## src/rtl/uart_pkg.sv

```systemverilog
// uart_pkg: shared receiver FSM states, parity-sense constants and a counter
// width helper for the oversampling UART receiver (and the future transmitter).
// Optional feature macro: UART_RX_PARITY_EN adds the PARITY state.
package uart_pkg;

  // Receiver FSM states. PARITY exists only when parity is compiled in.
  typedef enum logic [2:0] {
    ST_IDLE   = 3'd0,
    ST_START  = 3'd1,
    ST_DATA   = 3'd2,
`ifdef UART_RX_PARITY_EN
    ST_PARITY = 3'd3,
`endif
    ST_STOP   = 3'd4,
    ST_BREAK  = 3'd5
  } rx_state_e;

  // Parity sense selected by PARITY_ODD.
  localparam int PAR_EVEN = 0;
  localparam int PAR_ODD  = 1;

  // Width of a counter that must hold values 0..n-1. Never returns 0, so a
  // divide-by-one tick counter still gets a legal one-bit register.
  function automatic int cnt_w(input int n);
    return (n > 1) ? $clog2(n) : 1;
  endfunction

endpackage

```

## src/rtl/uart_baud_tick.sv

```systemverilog
// uart_baud_tick: free-running divider producing a one-cycle tick every
// CLK_DIV clock cycles. Shared by the receiver and the future transmitter.
module uart_baud_tick
  import uart_pkg::*;
#(
  parameter int CLK_DIV = 27
) (
  input  logic i_clk,
  input  logic i_rst_n,
  output logic o_tick
);

  localparam int           CNT_W = cnt_w(CLK_DIV);
  localparam logic [CNT_W-1:0] CNT_LAST = CNT_W'(CLK_DIV - 1);

  logic [CNT_W-1:0] cnt_q;

  // Count 0..CLK_DIV-1 and wrap; never stops.
  // NOTE: sequential state is always written with non-blocking assignments so
  // every flop samples the pre-edge value of its neighbours.
  always_ff @(posedge i_clk or negedge i_rst_n) begin
    if (!i_rst_n) begin
      cnt_q <= '0;
    end else if (cnt_q == CNT_LAST) begin
      cnt_q <= '0;
    end else begin
      cnt_q <= cnt_q + CNT_W'(1);
    end
  end

  assign o_tick = (cnt_q == CNT_LAST);

endmodule

```

## src/rtl/uart_rx_ovs.sv

```systemverilog
// uart_rx_ovs: oversampling UART receiver. Synchronises the serial line,
// qualifies the start bit at half a bit period, samples every following bit
// at mid-bit and delivers a word with a one-cycle valid strobe plus framing
// and parity error flags.
// Optional feature macro: UART_RX_PARITY_EN (parity bit after the data bits,
// sense selected by PARITY_ODD; o_parity_err is tied low without it).
module uart_rx_ovs
  import uart_pkg::*;
#(
  parameter int DATA_BITS  = 8,
  parameter int OVERSAMPLE = 16,
  parameter int CLK_DIV    = 27,
  parameter int PARITY_ODD = 0
) (
  input  logic                 i_clk,
  input  logic                 i_rst_n,
  input  logic                 i_din,
  output logic [DATA_BITS-1:0] o_dout,
  output logic                 o_valid,
  output logic                 o_frame_err,
  output logic                 o_parity_err,
  output logic                 o_busy
);

  // Elaboration-time legality checks on the parameters.
  if (DATA_BITS < 5 || DATA_BITS > 9) begin : g_bad_data_bits
    $error("uart_rx_ovs: DATA_BITS must be 5..9");
  end
  if (OVERSAMPLE < 8 || (OVERSAMPLE % 2) != 0) begin : g_bad_oversample
    $error("uart_rx_ovs: OVERSAMPLE must be even and >= 8");
  end
  if (CLK_DIV < 1) begin : g_bad_clk_div
    $error("uart_rx_ovs: CLK_DIV must be >= 1");
  end
  if (PARITY_ODD != PAR_EVEN && PARITY_ODD != PAR_ODD) begin : g_bad_parity_odd
    $error("uart_rx_ovs: PARITY_ODD must be 0 or 1");
  end

  localparam int SMP_W = cnt_w(OVERSAMPLE);
  localparam int BIT_W = cnt_w(DATA_BITS + 1);

  // Tick count at which the start bit is re-checked (half a bit period) and
  // at which every later bit is sampled (one full bit period).
  localparam logic [SMP_W-1:0] HALF_LAST = SMP_W'(OVERSAMPLE / 2 - 1);
  localparam logic [SMP_W-1:0] FULL_LAST = SMP_W'(OVERSAMPLE - 1);
  localparam logic [BIT_W-1:0] BIT_LAST  = BIT_W'(DATA_BITS - 1);

`ifdef UART_RX_PARITY_EN
  localparam logic           PAR_SENSE  = (PARITY_ODD == PAR_ODD);
  localparam rx_state_e      AFTER_DATA = ST_PARITY;
`else
  localparam rx_state_e      AFTER_DATA = ST_STOP;
`endif

  logic [1:0]           sync_q;
  logic                 din_s;
  logic                 tick;

  rx_state_e            state_q;
  logic [SMP_W-1:0]     smp_cnt_q;
  logic [BIT_W-1:0]     bit_cnt_q;
  logic [DATA_BITS-1:0] shift_q;
  logic [DATA_BITS-1:0] dout_q;
  logic                 valid_q;
  logic                 ferr_q;
  logic                 busy_q;
`ifdef UART_RX_PARITY_EN
  logic                 par_err_q;
  logic                 perr_q;
`endif

  uart_baud_tick #(
    .CLK_DIV (CLK_DIV)
  ) u_baud_tick (
    .i_clk   (i_clk),
    .i_rst_n (i_rst_n),
    .o_tick  (tick)
  );

  // Two-flop synchroniser; resets to the idle-high line level so leaving
  // reset can never look like a start edge.
  always_ff @(posedge i_clk or negedge i_rst_n) begin
    if (!i_rst_n) begin
      sync_q <= 2'b11;
    end else begin
      sync_q <= {sync_q[0], i_din};
    end
  end

  assign din_s = sync_q[1];

  // Receive FSM with its counters, shift register and registered outputs.
  always_ff @(posedge i_clk or negedge i_rst_n) begin
    if (!i_rst_n) begin
      state_q   <= ST_IDLE;
      smp_cnt_q <= '0;
      bit_cnt_q <= '0;
      shift_q   <= '0;
      dout_q    <= '0;
      valid_q   <= 1'b0;
      ferr_q    <= 1'b0;
      busy_q    <= 1'b0;
`ifdef UART_RX_PARITY_EN
      par_err_q <= 1'b0;
      perr_q    <= 1'b0;
`endif
    end else begin
      // The strobe lasts one cycle unless the STOP branch raises it again.
      valid_q <= 1'b0;

      unique case (state_q)
        ST_IDLE: begin
          if (!din_s) begin
            smp_cnt_q <= '0;
            busy_q    <= 1'b1;
            state_q   <= ST_START;
          end
        end

        ST_START: begin
          if (tick) begin
            if (smp_cnt_q == HALF_LAST) begin
              smp_cnt_q <= '0;
              if (din_s) begin
                // Line went back high before mid start bit: a glitch.
                busy_q  <= 1'b0;
                state_q <= ST_IDLE;
              end else begin
                bit_cnt_q <= '0;
                state_q   <= ST_DATA;
              end
            end else begin
              smp_cnt_q <= smp_cnt_q + SMP_W'(1);
            end
          end
        end

        ST_DATA: begin
          if (tick) begin
            if (smp_cnt_q == FULL_LAST) begin
              smp_cnt_q <= '0;
              // LSB arrives first, so shifting right leaves it in bit 0.
              shift_q   <= {din_s, shift_q[DATA_BITS-1:1]};
              if (bit_cnt_q == BIT_LAST) begin
                bit_cnt_q <= '0;
                state_q   <= AFTER_DATA;
              end else begin
                bit_cnt_q <= bit_cnt_q + BIT_W'(1);
              end
            end else begin
              smp_cnt_q <= smp_cnt_q + SMP_W'(1);
            end
          end
        end

`ifdef UART_RX_PARITY_EN
        ST_PARITY: begin
          if (tick) begin
            if (smp_cnt_q == FULL_LAST) begin
              smp_cnt_q <= '0;
              par_err_q <= (din_s != ((^shift_q) ^ PAR_SENSE));
              state_q   <= ST_STOP;
            end else begin
              smp_cnt_q <= smp_cnt_q + SMP_W'(1);
            end
          end
        end
`endif

        ST_STOP: begin
          if (tick) begin
            if (smp_cnt_q == FULL_LAST) begin
              smp_cnt_q <= '0;
              dout_q    <= shift_q;
              valid_q   <= 1'b1;
              ferr_q    <= ~din_s;
`ifdef UART_RX_PARITY_EN
              perr_q    <= par_err_q;
`endif
              if (din_s) begin
                busy_q  <= 1'b0;
                state_q <= ST_IDLE;
              end else begin
                // Stop bit low: treat as a line break until it releases.
                state_q <= ST_BREAK;
              end
            end else begin
              smp_cnt_q <= smp_cnt_q + SMP_W'(1);
            end
          end
        end

        ST_BREAK: begin
          if (din_s) begin
            busy_q  <= 1'b0;
            state_q <= ST_IDLE;
          end
        end

        default: begin
          busy_q  <= 1'b0;
          state_q <= ST_IDLE;
        end
      endcase
    end
  end

  assign o_dout      = dout_q;
  assign o_valid     = valid_q;
  assign o_frame_err = ferr_q;
  assign o_busy      = busy_q;
`ifdef UART_RX_PARITY_EN
  assign o_parity_err = perr_q;
`else
  assign o_parity_err = 1'b0;
`endif

endmodule

```

## config.mk

```make
export PLATFORM = sky130hd
export DESIGN_NAME = uart_rx_ovs
export DESIGN_NICKNAME = d
export VERILOG_FILES = /design/src/rtl/uart_pkg.sv /design/src/rtl/uart_baud_tick.sv /design/src/rtl/uart_rx_ovs.sv
export SDC_FILE = /design/constraint.sdc
export NUM_CORES = 1
export LEC_CHECK = 0
export ABC_CLOCK_PERIOD_IN_PS = 2000
export BUFFER_PORTS_ARGS = -buffer_cell sky130_fd_sc_hd__clkbuf_2
export CAP_MARGIN = 20
export CORE_MARGIN = 2
export CORE_UTILIZATION = 25
export DETAILED_ROUTE_END_ITERATION = 7
export MAX_ROUTING_LAYER = met4
export PLACE_DENSITY = 0.47
export SKIP_LAST_GASP = 1
export SLEW_MARGIN = 20
export SYNTH_ARGS = -nofsm -noshare
export SYNTH_HDL_FRONTEND = slang
export SYNTH_SLANG_ARGS = --single-unit
export TNS_END_PERCENT = 30
```

## constraint.sdc

```tcl
create_clock -name i_clk -period 2 [get_ports i_clk]
set_clock_uncertainty 0.15 [all_clocks]
set_input_delay 0.2 -clock i_clk [delete_from_list [all_inputs] [get_ports i_clk]]
set_output_delay 0.2 -clock i_clk [all_outputs]
set_load 0.01 [all_outputs]
```

* Yosys cells after proc, flatten, opt, wreduce, memory -nomap -nowiden
Index checks and enable logic that the tools add are counted.
** Word-level totals
- Flip-flop bits (word level) :: 37
- Bits of input ports :: 3
- Output and inout bits :: 12
- Logic and storage cells :: 79
** Operators by class
- $add $sub $neg :: 3
- Eq/ne operators :: 19
- Mux-type cells :: 35
- Bitwise gates (word level) :: 2
- Reductions and logical operators :: 10
** Operators with widths (number)
- 4-bit two-way mux :: 10
- 3-bit two-way mux :: 10
- 2-bit inequality test (second input constant) :: 10
- 3-bit one-hot mux with 5 select lines :: 1
- 4-bit one-hot mux with 3 select lines :: 1
- 6-bit AND reduction :: 2
- 1-bit two-way mux :: 9
- 9-bit AND reduction :: 1
- 4-bit by 1-bit adder with 4-bit output (second input constant) :: 2
- 4-bit by 3-bit == test with 1-bit output (second input constant) :: 2
- 4-bit one-hot mux with 2 select lines :: 1
- 3-bit == test (second input constant) :: 2
- 3-bit AND reduction :: 2
- 5-bit by 1-bit adder with 5-bit output (second input constant) :: 1
- 5-bit == test (second input constant) :: 1
- 5-bit two-way mux :: 1
- 1-bit one-hot mux with 5 select lines :: 1
- 4-bit == test (second input constant) :: 1
- 4-bit AND reduction :: 1
- 3-bit by 1-bit == test with 1-bit output (second input constant) :: 1
- 3-bit by 2-bit == test with 1-bit output (second input constant) :: 1
- 3-bit zero test :: 1
- 3-bit nonzero test :: 1
- 2-bit two-way mux :: 1
- 4 further kinds :: 5

* Depth between registers and ports, before layout
- Depth in word-level cells :: 5
- Depth in mapped cells :: 8
- Depth with buffers taken out :: 6

* Hierarchy
A second synthesis with hierarchy kept.
** Unflattened totals
- Cells, all modules :: 184
- Area, all modules :: 1901.8 um^2
** By module, submodules not included
- uart_rx_ovs :: times used 1, cells each 160, area each 1635.3 um^2, seq. area each 803.3 um^2
- uart_baud_tick :: times used 1, cells each 24, area each 266.5 um^2, seq. area each 125.1 um^2

* Worst setup path before layout
No wires, ideal clock.
- Path type :: flip-flop to flip-flop
- Start point :: reg u_baud_tick.cnt_q[0]
- End point :: reg shift_q[0]
- Arrival time :: 1.623 ns
- Slack :: 0.103 ns
- Cell stages (with the launch flop) :: 8
- Period minus slack after synthesis :: 1.897 ns
- Cells stage by stage :: dfrtp_1 -> inv_1 -> ha_1 -> and4b_1 -> clkbuf_1 -> nand2_1 -> nor2_4 -> mux2_2
** On the way
- Word-level cells in the longest chain between the ends :: 2
** RTL lines
- from (decl) :: line uart_baud_tick.sv:16 : logic [CNT_W-1:0] cnt_q;
- from (signal assigned) :: line uart_baud_tick.sv:27 : cnt_q <= cnt_q + CNT_W'(1);
- 5-bit == test :: line uart_baud_tick.sv:31 : assign o_tick = (cnt_q == CNT_LAST);
- 3-bit AND reduction (no line)
- to (signal assigned) :: line uart_rx_ovs.sv:143 : shift_q <= {din_s, shift_q[DATA_BITS-1:1]};
- to (decl) :: line uart_rx_ovs.sv:62 : logic [DATA_BITS-1:0] shift_q;
Every way passes these cells.
A chain may end at the register's enable or synchronous reset.

* Worst setup path after layout
- Start point :: reg u_baud_tick.cnt_q[0]
- End point :: reg shift_q[1]
The elaborated chain is that of the path after synthesis.

==> results.toml <==
[run_status]
outcome = "complete, no violations"

[floorplanning]
design.core.area_mm2 = 0.007331
pin_count = 15
die_area_mm2 = 0.008358
fp-row-count = 31
die_h_um = 91.42
start_util_pct = 26.06
die-width_um = 91.42

[place]
gp_congestion = 0.7732
dpl.hpwl_um = 2938
place_inst = 295
io_buffers = 13
dp_slack_ps = 62.62

[cts]
numCtsBuffers = 5
clock_latency_ps = 290
cts_sinks = 37
cts_max_level = 2
cts.clk_slew.worst_paths_ps = 70
postCtsSetupBuffers = 0
cts_tree = "done"
clockRootBuffer = "clkbuf_8"
clock_path_buffers = 2

[grt]
gr-usage-met3_pct = 2.490
grt_pass1_vias = 1447
grtUsageMet1_pct = 13.74
grt_overflow = 0
grt_first_pass_wirelength_um = 6948
met2_usage_pct = 16.61
grt_max_degree = 18
antenna_found_initial = 0
grt_util_all_layers_pct = 10.67
grt.busiest_layer = "met2"

[drt]
drt_first_pass_iters = 4
vias_per_cell = 4.495
num_vias = 1371
drc = 0
drtIter0Drc = 95
wl_um = 3840
ant_nets = 0
avgRoutedWirePerCell_um = 12.59

[critical_path]
endpoint_kind = "flop"
crit_path_top_delay_cell = "dfrtp_1"
slowest_delay_ps = 380
path_buf_inv = 1
arrival_ps = 1930
worstPathRequired_ps = 2020
crit_type = "reg2reg"
cp_cell_sequence = "inv_1, ha_1, and4b_1, nand2_1, nor2_4, mux2_2"
cp_max_fo = 8
worst_setup_path_start_kind = "flop"
critical-path-top-delay-family = "simple AND/OR/NAND/NOR gates"

[sta]
timing.hold.ws_ps = 206.4
period_minus_slack_ps = 1912
hold_viol_final = 0
finalWorstSetupSlack_ps = 87.82
slew_violations = 0
setup_tns_ps = 0
rsz0062_at_grt = "yes"
fin_crit_sh_pct = 95.61
setup_violations = 0
fmax_mhz = 523.0

[final_layout]
antenna_cells = 0
multi_input_area_um2 = 900.9
area_growth_pct = 22.92
regArea_um2 = 929.6
postLayoutCoreUtil_pct = 32.04
final_net_count = 212
drive_gt1_share_pct = 38.83
layout_commonest_cell = "dfrtp_1"
mostFrequentLayoutCells = "dfrtp_1, buf_4, mux2_2"
nFillCells = 760
fin_cells = 305

[pwr]
p_leak_uw = 0.001035
power_density_mw_per_mm2 = 549.0
peakVddDrop_mv = 0.1931

[synthesis]
synth_area_per_cell_um2 = 11.24
synth_area_leaders = "dfrtp_1, mux2_2, dfstp_2, ha_1, a21oi_1"
seq_area_frac_synth_pct = 48.59
ys_types = 47
async_flop_share_pct = 100.0
synth_cells = 170
syn_area_mm2 = 0.001911
synth_fp_nets = 177
synth.top_cell.area_share_pct = 45.84
synth_top_cell_by_area = "dfrtp_1"
synth_edf_count = 0
ys_seq_elements = 37
yosys_warnings = 0
synthFlopType = "dfrtp_1"

[min_path]
min_path_type = "reg2reg"

[job]
maxCapViolCount = 0
metrics by stage:
| stage | instance area [um^2] | total power (uW) |
|---|---|---|
| 2_1_floorplan | 1911 | 774.7 |
| 4_1_cts | 2330 | 1318 |
| 5_1_grt | 2349 | 1351 |
| 3_5_place_dp | 2223 | 797.4 |
| 3_3_place_gp | 2223 | 797.7 |
| 6_report | 2349 | 1289 |
flip-flops by register name, summed over array words and instances, names as in the netlist:
name,flops
o_dout,8
shift_q,8
u_baud_tick.cnt_q,5
o_valid,1
o_frame_err,1
sync_q,2
smp_cnt_q,4
o_busy,1
bit_cnt_q,4
state_q,3
path summary, 6_finish.rpt:
check                                          start    endpoint  slack [ps]  depth (start not counted)
max in group asynchronous                    i_rst_n   o_dout[0]         940                          3
worst min register to register             sync_q[0]   sync_q[1]         210                          0
worst max-delay path            u_baud_tick.cnt_q[0]  shift_q[1]          90                          6
min in group asynchronous                    i_rst_n   o_dout[7]         240                          2
worst min-delay path                       sync_q[0]   sync_q[1]         210                          0
worst max register to register  u_baud_tick.cnt_q[0]  shift_q[1]          90                          6
synth_stat cells (3+ instances only):
master / n
mux2i_1: 3
clkbuf_1: 3
ha_1: 4
buf_2: 4
nand3_1: 4
mux2_2: 17
o21ai_0: 9
nand2_1: 8
dfrtp_1: 35
buf_4: 3
xnor2_1: 3
inv_1: 6
nor3_1: 5
a21oi_1: 9
nor2_1: 12
o41ai_1: 3
a31oi_1: 4
area by class of cell:
| type | instances | area share, % |
|---|---|---|
| multi-input combinational | 115 | 38.36 |
| sequential | 37 | 39.58 |
| timing repair buffer | 40 | 12.15 |
| clock buffer | 5 | 2.930 |
| clock inverter | 3 | 0.7459 |
| inverter | 6 | 0.9590 |
| tap | 99 | 5.274 |
where the power goes:
| group | switching, uW | internal, uW |
|---|---|---|
| registers | 2.25 | 751 |
| logic | 21.3 | 9.28 |
| clock network | 265 | 240 |
| total | 288 | 1000 |
worst register-to-register path, delay by kind of cell (launching register included):
kind	cells	cell delay, ps
adder cells (fa/ha/maj)	1	180
multiplexers	1	370
AND/OR/NAND/NOR	3	660
buffers and inverters	1	60
flip-flops	1	380
cells by family after synthesis:
kind of cell	after synthesis	synth area share (%)
compound gates	38	14.67
xor+xnor	4	1.834
fa+ha+maj	4	2.620
buf+inv	18	5.173
flops	37	48.59
mux	20	11.59
other cells	1	0.1963
simple gates	48	15.32
routing by layer:
layer / vias up / wire length, um
li1: 685 / -
met1: 663 / 1897
met2: 19 / 1787
met3: 4 / 113
met4: 0 / 42
met5: - / 0
repair_timing:
action                                  CTS  global route
hold buffers                              2             0
resized for setup                         0             5
hold endpoints to repair                 14             0
endpoints found under the setup margin    0            11
Note: power is estimated with default switching activity, not from simulation.
